`config.mk`:
```
export PLATFORM = sky130hd
export DESIGN_NAME = bcd_display_scanner
export DESIGN_NICKNAME = d
export VERILOG_FILES = /design/src/rtl/bcd_display_scanner.sv
export SDC_FILE = /design/constraint.sdc
export NUM_CORES = 1
export LEC_CHECK = 0
export CAP_MARGIN = 20
export CELL_PAD_IN_SITES_DETAIL_PLACEMENT = 1
export CELL_PAD_IN_SITES_GLOBAL_PLACEMENT = 2
export CORE_ASPECT_RATIO = 1.5
export CORE_MARGIN = 1.5
export CORE_UTILIZATION = 25
export CTS_BUF_LIST = sky130_fd_sc_hd__clkbuf_4 sky130_fd_sc_hd__clkbuf_8
export DETAILED_ROUTE_END_ITERATION = 6
export DONT_BUFFER_PORTS = 1
export HOLD_SLACK_MARGIN = 0.12
export PLACE_DENSITY = 0.59
export SETUP_SLACK_MARGIN = 0.2
export SLEW_MARGIN = 30
export SYNTH_ARGS = -nofsm -noshare
export SYNTH_HDL_FRONTEND = slang
export SYNTH_SLANG_ARGS = --single-unit
```
`constraint.sdc`:
```
create_clock -name clk -period 7.6 [get_ports clk]
set_input_delay 1.52 -clock clk [delete_from_list [all_inputs] [get_ports clk]]
set_output_delay 1.52 -clock clk [all_outputs]
set_load 0.03 [all_outputs]
```
`src/rtl/bcd_display_scanner.sv`:
```
// Time-multiplexed BCD 7-segment scan controller with frame-synchronous shadow loading.
// Optional leading-zero blanking is enabled by defining LEADING_ZERO_BLANK_EN.
module bcd_display_scanner #(
    parameter int NUM_DIGITS   = 4,
    parameter int REFRESH_DIV  = 50000,
    parameter int BLANK_CYCLES = 2
) (
    input  logic                      clk,
    input  logic                      rst,
    input  logic                      en,
    input  logic [4*NUM_DIGITS-1:0]   digits_in,
    input  logic                      load,
    output logic [6:0]                seg,
    output logic [NUM_DIGITS-1:0]     digit_sel,
    output logic                      frame_done
);

    localparam int CW = $clog2(REFRESH_DIV);
    localparam int IW = $clog2(NUM_DIGITS);
    localparam logic [CW-1:0] LAST_CNT = CW'(REFRESH_DIV - 1);
    localparam logic [IW-1:0] LAST_IDX = IW'(NUM_DIGITS - 1);

    logic                    run_q, run_d;
    logic [CW-1:0]           cnt_q, cnt_d;
    logic [IW-1:0]           idx_q, idx_d;
    logic [4*NUM_DIGITS-1:0] active_q, active_d;
    logic [4*NUM_DIGITS-1:0] pending_q, pending_d;
    logic                    pending_valid_q, pending_valid_d;
    logic                    boundary;

    logic [6:0]              seg_q, seg_d;
    logic [NUM_DIGITS-1:0]   digit_sel_q, digit_sel_d;
    logic                    frame_done_q, frame_done_d;
    logic [3:0]              nibble;

    function automatic logic [6:0] decode(input logic [3:0] v);
        case (v)
            4'd0:    decode = 7'b1111110;
            4'd1:    decode = 7'b0110000;
            4'd2:    decode = 7'b1101101;
            4'd3:    decode = 7'b1111001;
            4'd4:    decode = 7'b0110011;
            4'd5:    decode = 7'b1011011;
            4'd6:    decode = 7'b1011111;
            4'd7:    decode = 7'b1110000;
            4'd8:    decode = 7'b1111111;
            4'd9:    decode = 7'b1111011;
            default: decode = 7'b0000001;
        endcase
    endfunction

    always_ff @(posedge clk) begin
        if (rst) begin
            run_q           <= 1'b0;
            cnt_q           <= '0;
            idx_q           <= '0;
            active_q        <= '0;
            pending_q       <= '0;
            pending_valid_q <= 1'b0;
            seg_q           <= '0;
            digit_sel_q     <= '0;
            frame_done_q    <= 1'b0;
        end else begin
            run_q           <= run_d;
            cnt_q           <= cnt_d;
            idx_q           <= idx_d;
            active_q        <= active_d;
            pending_q       <= pending_d;
            pending_valid_q <= pending_valid_d;
            seg_q           <= seg_d;
            digit_sel_q     <= digit_sel_d;
            frame_done_q    <= frame_done_d;
        end
    end

    // load is a one-cycle strobe with no back-pressure: digits_in is taken on every edge where load=1.
    always_comb begin
        run_d           = run_q;
        cnt_d           = cnt_q;
        idx_d           = idx_q;
        active_d        = active_q;
        pending_d       = pending_q;
        pending_valid_d = pending_valid_q;
        boundary        = 1'b0;
        if (!en) begin
            run_d = 1'b0;
            cnt_d = '0;
            idx_d = '0;
            if (load) begin
                active_d        = digits_in;
                pending_valid_d = 1'b0;
            end
        end else if (!run_q) begin
            // First enabled edge presents cnt=0 of digit 0, so the blank phase is seen in full.
            run_d = 1'b1;
            cnt_d = '0;
            idx_d = '0;
            if (load) begin
                pending_d       = digits_in;
                pending_valid_d = 1'b1;
            end
        end else begin
            if (cnt_q == LAST_CNT) begin
                cnt_d = '0;
                if (idx_q == LAST_IDX) begin
                    idx_d    = '0;
                    boundary = 1'b1;
                end else begin
                    idx_d = idx_q + 1'b1;
                end
            end else begin
                cnt_d = cnt_q + 1'b1;
            end
            if (boundary) begin
                if (load) begin
                    active_d = digits_in;
                end else if (pending_valid_q) begin
                    active_d = pending_q;
                end
                pending_valid_d = 1'b0;
            end else if (load) begin
                pending_d       = digits_in;
                pending_valid_d = 1'b1;
            end
        end
    end

    // Outputs are computed from next state and registered, so they describe the slot cycle being entered.
    always_comb begin
        nibble       = active_d[{idx_d, 2'b00} +: 4];
        seg_d        = '0;
        digit_sel_d  = '0;
        frame_done_d = boundary;
        if (en) begin
            seg_d = decode(nibble);
`ifdef LEADING_ZERO_BLANK_EN
            if ((idx_d != '0) && ((active_d >> {idx_d, 2'b00}) == '0)) begin
                seg_d = '0;
            end
`endif
            if (int'(cnt_d) >= BLANK_CYCLES) begin
                digit_sel_d = {{(NUM_DIGITS-1){1'b0}}, 1'b1} << idx_d;
            end
        end
    end

    assign seg        = seg_q;
    assign digit_sel  = digit_sel_q;
    assign frame_done = frame_done_q;

endmodule

```
==> flow_results.xml, run 1 <==
<?xml version="1.0" encoding="UTF-8"?>
<metrics>
  <group name="logic_synthesis">
    <metric name="synth_top_area_frac" unit="">0.387</metric>
    <metric name="synthMuxAreaShare" unit="">0.0891</metric>
    <metric name="post_synth_fa_ha_maj_area_fraction" unit="">0.0302</metric>
    <metric name="synthDistinctLibCells" unit="">64</metric>
    <metric name="syn-instance-count" unit="">373</metric>
    <metric name="synth.net_count" unit="">401</metric>
    <metric name="synth_area_leaders" unit="">sky130_fd_sc_hd__dfxtp_1 (39%), sky130_fd_sc_hd__mux2i_1 (7.3%), sky130_fd_sc_hd__nor2_1 (5.4%)</metric>
    <metric name="synth.ff_latch_count" unit="">64</metric>
    <metric name="fraction_of_the_mapped_netlist_area_in_compound_gates" unit="">0.159</metric>
    <metric name="postSynth.asyncResetShare" unit="">0</metric>
    <metric name="syn-cell-area" unit="um^2">3310</metric>
    <metric name="ys.warnings.count" unit="">0</metric>
    <metric name="number_of_enable_type_register_cells_in_the_synthesized_netlist" unit="">0</metric>
    <metric name="post_synth_and_or_nand_nor_area_fraction" unit="">0.254</metric>
    <metric name="dominantRegCellSynth" unit="">sky130_fd_sc_hd__dfxtp_1</metric>
    <metric name="synth_top_family_by_area" unit="">simple AND/OR/NAND/NOR gates</metric>
    <metric name="synth.avg_cell_area" unit="um^2">8.88</metric>
    <metric name="synth_xor_xnor_area_share" unit="">0.0423</metric>
    <metric name="synth_seq_area_share" unit="">0.387</metric>
    <metric name="synth_area_leader_cell" unit="">sky130_fd_sc_hd__dfxtp_1</metric>
  </group>
  <group name="run_status">
    <metric name="outcome" unit="">finished clean</metric>
  </group>
  <group name="min_path">
    <metric name="worstHoldStart" unit="">cnt_q[0]$_SDFF_PP0_</metric>
    <metric name="hold_path.class" unit="">flip-flop to flip-flop</metric>
  </group>
  <group name="clocking">
    <metric name="root_buffer" unit="">sky130_fd_sc_hd__clkbuf_8</metric>
    <metric name="clock_sink_count" unit="">64</metric>
    <metric name="clock_tree_from_tritoncts" unit="">yes</metric>
    <metric name="postCtsSetupRepairBufs" unit="">0</metric>
    <metric name="clock_tree.htree_level_count" unit="">3</metric>
    <metric name="cts_buffer_depth" unit="">2</metric>
    <metric name="clock_latency_late_sink" unit="ns">0.36</metric>
    <metric name="cts.reportedPaths.clkPinSlew" unit="ns">0.08</metric>
    <metric name="cts_resized" unit="">0</metric>
    <metric name="numCtsBuffers" unit="">9</metric>
    <metric name="post_cts_hold_buffer_count" unit="">0</metric>
  </group>
  <group name="routing">
    <metric name="route.detailed.drc" unit="">0</metric>
    <metric name="totalWireLength" unit="um">9940</metric>
    <metric name="drt.antenna.violating_nets" unit="">0</metric>
    <metric name="dr_vias" unit="">2629</metric>
    <metric name="viasPerCell" unit="">4.98</metric>
    <metric name="wl_per_cell" unit="um">18.8</metric>
    <metric name="drt_iter0_markers" unit="">113</metric>
    <metric name="drt_pre_antenna_iters" unit="">4</metric>
  </group>
  <group name="grt">
    <metric name="grt_pass1_vias" unit="">2863</metric>
    <metric name="groute.usage.overall" unit="">0.151</metric>
    <metric name="overflow" unit="">0</metric>
    <metric name="grt_antenna_before_repair" unit="">0</metric>
    <metric name="grt_max_degree" unit="">42</metric>
    <metric name="global_route_wire_length_before_repair" unit="um">16000</metric>
  </group>
  <group name="floorplan">
    <metric name="fp.dieArea" unit="um^2">14000</metric>
    <metric name="start_util" unit="">0.256</metric>
    <metric name="io-pin-count" unit="">32</metric>
    <metric name="floorplan.die.width" unit="um">97.0</metric>
    <metric name="design.core.area" unit="um^2">13000</metric>
    <metric name="core.rowCount" unit="">51</metric>
    <metric name="chipHeight" unit="um">144</metric>
  </group>
  <group name="placement">
    <metric name="gp_congestion" unit="">0.729</metric>
    <metric name="placed_area" unit="um^2">3420</metric>
    <metric name="placed_cells" unit="">512</metric>
    <metric name="io_buffer_count" unit="">0</metric>
    <metric name="place.detailed.hpwl" unit="um">7350</metric>
  </group>
  <group name="finish">
    <metric name="layout_commonest_cell" unit="">sky130_fd_sc_hd__dfxtp_1</metric>
    <metric name="layout-drive-gt1-share" unit="">0.0840</metric>
    <metric name="antenna_cells" unit="">0</metric>
    <metric name="most-common-layout-cells" unit="">sky130_fd_sc_hd__dfxtp_1 (64), sky130_fd_sc_hd__nor2_1 (48), sky130_fd_sc_hd__nand2_1 (36)</metric>
    <metric name="finalNonFillerCells" unit="">528</metric>
    <metric name="layout-area-overhead-vs-synth" unit="%">9.18</metric>
    <metric name="final_cell_area" unit="um^2">3620</metric>
    <metric name="layout.nets" unit="">392</metric>
  </group>
  <group name="timing">
    <metric name="final-max-slew-violation-count" unit="">0</metric>
    <metric name="final-hold-violation-count" unit="">0</metric>
    <metric name="finalHoldWorstSlack" unit="ns">0.439</metric>
    <metric name="timing_worst_slew_pin_value" unit="ns">0.797</metric>
    <metric name="tcrit_tclk_final" unit="">0.482</metric>
    <metric name="max_clock_freq" unit="GHz">0.273</metric>
    <metric name="setup_viol" unit="">0</metric>
    <metric name="unrepaired_setup_endpoints_after_global_routing" unit="">no</metric>
    <metric name="slew-limit-headroom" unit="">0.469</metric>
    <metric name="finalWorstPathRequiredPeriod" unit="ns">3.66</metric>
    <metric name="setup_tns" unit="ns">0</metric>
    <metric name="fin_skew" unit="ns">0.0124</metric>
  </group>
  <group name="setup_path">
    <metric name="crit_arrival" unit="ns">3.95</metric>
    <metric name="critical_path_type" unit="">input pin to flip-flop</metric>
    <metric name="endpoint_class_of_the_critical_path" unit="">flip-flop</metric>
    <metric name="setup.worst_path.start" unit="">load</metric>
    <metric name="startpoint_type" unit="">input pin</metric>
    <metric name="timing.critical_path.required" unit="ns">7.88</metric>
    <metric name="timing.critical_path.fanout_max" unit="">14</metric>
    <metric name="critical_path.reg2reg.startpoint" unit="">cnt_q[0]$_SDFF_PP0_</metric>
  </group>
  <group name="power_and_ir_drop">
    <metric name="power.internal" unit="uW">527</metric>
    <metric name="power_switching_share" unit="">0.268</metric>
    <metric name="share_of_total_power_in_the_clock_network" unit="">0.422</metric>
    <metric name="combinational_power_share" unit="">0.078</metric>
    <metric name="vdd_ir_drop_max" unit="uV">75.4</metric>
    <metric name="power-per-cell-area" unit="nW/um^2">199</metric>
    <metric name="power.static_leakage" unit="uW">0.00134</metric>
    <metric name="switching_power" unit="uW">194</metric>
    <metric name="power_frac_seq" unit="">0.499</metric>
  </group>
  <group name="flow_run">
    <metric name="cap_viol_max_count" unit="">0</metric>
  </group>
</metrics>
[synthesized netlist by cell type (all sizes together), types with 3 or more instances]
cell type	n
a21oi	15
and2	7
a211oi	6
nand3	8
o21ai	6
and3	5
nor2	48
nand2	36
nor2b	13
inv	9
a22o	3
xor2	11
nand4	7
nor4b	4
a211o	4
a22oi	4
xnor2	5
o22ai	4
nand2b	5
mux2	3
dfxtp	64
mux2i	25
nor3	9
clkbuf	12
buf	8
ha	8
and4	8
a221o	3
a21o	3
[power by group through the flow]
stage | Clock, uW | Sequential, uW | Combinational, uW
2_1_floorplan | 0 | 364 | 48.2
3_3_place_gp | 0 | 368 | 56.3
3_5_place_dp | 0 | 368 | 57.0
4_1_cts | 317 | 360 | 57.4
5_1_grt | 330 | 362 | 63.8
6_report | 305 | 360 | 56.2
[metal layers]
metal | part of all wire | up-vias | global-route usage
met2 | 0.56 | 25 | 0.287
met4 | 0.012 | 0 | 0.0511
met1 | 0.40 | 1276 | 0.164
met5 | 0 | - | 0
li1 | - | 1318 | -
met3 | 0.027 | 10 | 0.0372
[kinds of logic (layout without fill, tap and decap cells)]
kind of cell,count (synthesis),in the layout
and+or+nand+nor,158,158
AOI/OAI and AO/OA,70,70
DFF,64,64
buffers and inverters,29,25
muxes,28,28
xor gates and xnor gates,16,16
adders and majority gates,8,8
[worst paths after layout]
path / depth (start not counted) / slack (ns) / endpoint
worst max-delay path: 10 / 3.94 / seg[3]$_SDFF_PP0_
worst min-delay path: 1 / 0.44 / cnt_q[0]$_SDFF_PP0_
worst max register to register: 9 / 4.05 / seg[3]$_SDFF_PP0_
worst min register to register: 1 / 0.44 / cnt_q[0]$_SDFF_PP0_
[flip-flops by register name, summed over array words and instances, names as in the netlist]
| name | flops |
|---|---|
| active_q | 16 |
| cnt_q | 16 |
| digit_sel | 4 |
| frame_done | 1 |
| idx_q | 2 |
| pending_q | 16 |
| pending_valid_q | 1 |
| run_q | 1 |
| seg | 7 |
[final cells by class]
cell class	instances	area [um^2]
Fill cell	1531	9340
Multi-Input combinational cell	280	1900
Clock buffer	10	131
Tap cell	159	199
Sequential cell	64	1280
Clock inverter	6	68.8
Inverter	9	33.8
[worst max-delay path: stages]
cell                       delay, ns
sky130_fd_sc_hd__inv_1          0.11
sky130_fd_sc_hd__nor2_1         0.40
sky130_fd_sc_hd__a21oi_1        0.29
sky130_fd_sc_hd__a221oi_1       0.52
sky130_fd_sc_hd__nand2_1        0.09
sky130_fd_sc_hd__nand3_1        0.25
sky130_fd_sc_hd__inv_1          0.13
sky130_fd_sc_hd__ha_1           0.22
sky130_fd_sc_hd__mux2_2         0.27
sky130_fd_sc_hd__o22ai_1        0.15
[stage by stage]
stage	setup slack [ns]	util	power, uW
6_report	3.94	0.279	721
5_1_grt	3.70	0.279	756
4_1_cts	3.92	0.279	735
3_5_place_dp	3.54	0.264	425
3_3_place_gp	3.61	0.264	424
2_1_floorplan	4.11	-	413
Note: power is estimated with default switching activity, not from simulation.
==> run 2, diff against run 1 <==
--- a/config.mk
+++ b/config.mk
@@ -15,7 +15,7 @@
 export DETAILED_ROUTE_END_ITERATION = 6
 export DONT_BUFFER_PORTS = 1
 export HOLD_SLACK_MARGIN = 0.12
-export PLACE_DENSITY = 0.59
+export PLACE_DENSITY = 0.61
 export SETUP_SLACK_MARGIN = 0.2
 export SLEW_MARGIN = 30
 export SYNTH_ARGS = -nofsm -noshare
==> constraint.sdc (replaced) <==
create_clock -name clk -period 3 [get_ports clk]
set_input_delay 0.6 -clock clk [delete_from_list [all_inputs] [get_ports clk]]
set_output_delay 0.6 -clock clk [all_outputs]
set_load 0.03 [all_outputs]
==> run 2 against run 1 <==
  * Die area did not move
  * Total power increased to 2.7 times the previous value
  * Register-to-register slack got worse by 3.7 ns
  * Clock power grew to 2.8 times the previous value
  * Largest power group unchanged
  * Critical path depth unchanged
==> flow_results.xml, run 2 (synthesized netlist as in run 1, its figures left out) <==
<?xml version="1.0" encoding="UTF-8"?>
<metrics>
  <group name="run_status">
    <metric name="outcome" unit="">finished clean</metric>
  </group>
  <group name="grt">
    <metric name="groute.usage.overall" unit="">0.153</metric>
    <metric name="overflow" unit="">0</metric>
    <metric name="global_route_wire_length_before_repair" unit="um">16400</metric>
    <metric name="met3_usage" unit="">0.0193</metric>
    <metric name="met1_usage" unit="">0.162</metric>
    <metric name="grt_pass1_vias" unit="">3059</metric>
    <metric name="grt_max_degree" unit="">42</metric>
    <metric name="busiest_layer" unit="">met2</metric>
    <metric name="grt_antenna_before_repair" unit="">0</metric>
    <metric name="met2_track_usage_gr" unit="">0.289</metric>
  </group>
  <group name="clocking">
    <metric name="cts.reportedPaths.clkPinSlew" unit="ns">0.08</metric>
    <metric name="clock_tree_from_tritoncts" unit="">yes</metric>
    <metric name="numCtsBuffers" unit="">9</metric>
    <metric name="post_cts_hold_buffer_count" unit="">0</metric>
    <metric name="clock_sink_count" unit="">64</metric>
    <metric name="clock_tree.htree_level_count" unit="">3</metric>
    <metric name="clock_latency_late_sink" unit="ns">0.36</metric>
    <metric name="cts_buffer_depth" unit="">2</metric>
    <metric name="root_buffer" unit="">sky130_fd_sc_hd__clkbuf_8</metric>
  </group>
  <group name="finish">
    <metric name="layout.nets" unit="">425</metric>
    <metric name="antenna_cells" unit="">0</metric>
    <metric name="finalNonFillerCells" unit="">561</metric>
    <metric name="layout_commonest_cell" unit="">sky130_fd_sc_hd__dfxtp_1</metric>
    <metric name="most-common-layout-cells" unit="">sky130_fd_sc_hd__dfxtp_1 (60), sky130_fd_sc_hd__nor2_1 (47), sky130_fd_sc_hd__nand2_1 (34)</metric>
    <metric name="biggestRegsByFlops" unit="">active_q x16, cnt_q x16, pending_q x16</metric>
    <metric name="layout-drive-gt1-share" unit="">0.221</metric>
    <metric name="layout-area-overhead-vs-synth" unit="%">22.0</metric>
    <metric name="final_cell_area" unit="um^2">4040</metric>
  </group>
  <group name="power_and_ir_drop">
    <metric name="share_of_total_power_in_the_clock_network" unit="">0.437</metric>
    <metric name="switching_power" unit="uW">499</metric>
    <metric name="power-per-cell-area" unit="nW/um^2">477</metric>
    <metric name="power_frac_seq" unit="">0.473</metric>
    <metric name="power_switching_share" unit="">0.259</metric>
    <metric name="vdd_ir_drop_max" unit="uV">177</metric>
    <metric name="combinational_power_share" unit="">0.091</metric>
    <metric name="total_power" unit="uW">1930</metric>
    <metric name="power.internal" unit="uW">1430</metric>
    <metric name="power.static_leakage" unit="uW">0.00155</metric>
  </group>
  <group name="floorplan">
    <metric name="start_util" unit="">0.256</metric>
    <metric name="core.rowCount" unit="">51</metric>
    <metric name="floorplan.die.width" unit="um">97.0</metric>
    <metric name="fp.dieArea" unit="um^2">14000</metric>
    <metric name="design.core.area" unit="um^2">13000</metric>
    <metric name="chipHeight" unit="um">144</metric>
    <metric name="io-pin-count" unit="">32</metric>
  </group>
  <group name="timing">
    <metric name="tcrit_tclk_final" unit="">0.894</metric>
    <metric name="slew-limit-headroom" unit="">0.610</metric>
    <metric name="unrepaired_setup_endpoints_after_global_routing" unit="">no</metric>
    <metric name="finalWorstPathRequiredPeriod" unit="ns">2.68</metric>
    <metric name="final-max-slew-violation-count" unit="">0</metric>
    <metric name="final-hold-violation-count" unit="">0</metric>
    <metric name="fin_skew" unit="ns">0.0129</metric>
    <metric name="setup_tns" unit="ns">0</metric>
    <metric name="layout_setup_ws" unit="ns">0.318</metric>
    <metric name="max_clock_freq" unit="GHz">0.373</metric>
    <metric name="timing_worst_slew_pin_value" unit="ns">0.584</metric>
    <metric name="setup_viol" unit="">0</metric>
  </group>
  <group name="placement">
    <metric name="placed_area" unit="um^2">3540</metric>
    <metric name="placement.setup.worst_slack" unit="ns">-0.0573</metric>
    <metric name="place.detailed.hpwl" unit="um">7650</metric>
    <metric name="gp_congestion" unit="">0.795</metric>
    <metric name="io_buffer_count" unit="">0</metric>
    <metric name="placed_cells" unit="">529</metric>
  </group>
  <group name="setup_path">
    <metric name="crit_arrival" unit="ns">2.91</metric>
    <metric name="timing.critical_path.fanout_max" unit="">6</metric>
    <metric name="startpoint_type" unit="">flip-flop</metric>
    <metric name="timing.critical_path.required" unit="ns">3.23</metric>
    <metric name="endpoint_class_of_the_critical_path" unit="">flip-flop</metric>
    <metric name="critical_path_type" unit="">flip-flop to flip-flop</metric>
  </group>
  <group name="routing">
    <metric name="route.detailed.drc" unit="">0</metric>
    <metric name="viasPerCell" unit="">5.09</metric>
    <metric name="totalWireLength" unit="um">10500</metric>
    <metric name="drt_iter0_markers" unit="">120</metric>
    <metric name="drt_pre_antenna_iters" unit="">4</metric>
    <metric name="dr_vias" unit="">2855</metric>
    <metric name="drt.antenna.violating_nets" unit="">0</metric>
    <metric name="wl_per_cell" unit="um">18.6</metric>
  </group>
  <group name="min_path">
    <metric name="hold_path.class" unit="">input pin to flip-flop</metric>
  </group>
  <group name="flow_run">
    <metric name="cap_viol_max_count" unit="">0</metric>
  </group>
</metrics>
[run 2: cell types whose count changed in the layout (fill, tap and decap cells not counted), sizes merged]
cell / delta
inv: -1
clkinvlp: -1
bufinv: +1
clkbuf: -1
buf: +33
clkinv: +2
[run 2: area by class of cell]
| cell class | instances | area [um^2] |
|---|---|---|
| fillers | 1512 | 8910 |
| multi-input cells | 280 | 2030 |
| flip-flops and latches | 64 | 1290 |
| repair buffers | 33 | 272 |
| well taps | 159 | 199 |
| clock buffers | 9 | 124 |
| clock inverters | 7 | 96.3 |
| inverters | 9 | 33.8 |
[run 2: path summary, 6_finish.rpt]
path                              from                      to  slack [ns]  depth (start not counted)
hold reg to reg    cnt_q[0]$_SDFF_PP0_     cnt_q[0]$_SDFF_PP0_        0.47                          1
hold / removal                     rst  active_q[6]$_SDFF_PP0_        0.32                          1
setup / recovery  cnt_q[13]$_SDFF_PP0_       seg[1]$_SDFF_PP0_        0.32                         10
setup reg to reg  cnt_q[13]$_SDFF_PP0_       seg[1]$_SDFF_PP0_        0.32                         10
[run 2: through the flow]
step                      hold slack, ns  utilization
after floorplan                    0.413            -
final                              0.315        0.312
after CTS                          0.292        0.300
after global routing               0.299        0.312
after detailed placement           0.439        0.274
after global placement             0.429        0.274
[run 2: timing repair]
item                                    4_1_cts  5_1_grt
endpoints found under the setup margin        7        8
setup buffers                                 8        8
pin swaps                                     5        9
gates resized for setup                       9       28
[run 2: power groups by stage]
stage          combinational [uW]  sequential [uW]  clock (uW)
3_5_place_dp                  151              931           0
6_report                      175              911         842
3_3_place_gp                  150              931           0
4_1_cts                       159              912         870
5_1_grt                       194              915         899
2_1_floorplan                 122              923           0
[run 2: critical path, cell delays in order (launching register included)]
cell and delay, ns:
sky130_fd_sc_hd__dfxtp_1 0.35, sky130_fd_sc_hd__and4bb_2 0.38, sky130_fd_sc_hd__and4_4 0.30, sky130_fd_sc_hd__buf_4 0.18
sky130_fd_sc_hd__a211oi_1 0.08, sky130_fd_sc_hd__a221o_1 0.30, sky130_fd_sc_hd__a22oi_2 0.19, sky130_fd_sc_hd__nand3_2 0.17
sky130_fd_sc_hd__ha_1 0.27, sky130_fd_sc_hd__mux2i_2 0.20, sky130_fd_sc_hd__o32ai_2 0.12
[run 2: metal layers]
metal  part of all wire  up-vias
met5                  0        -
met4              0.027        0
met3              0.020       21
met2               0.56       31
met1               0.39     1421
li1                   -     1382
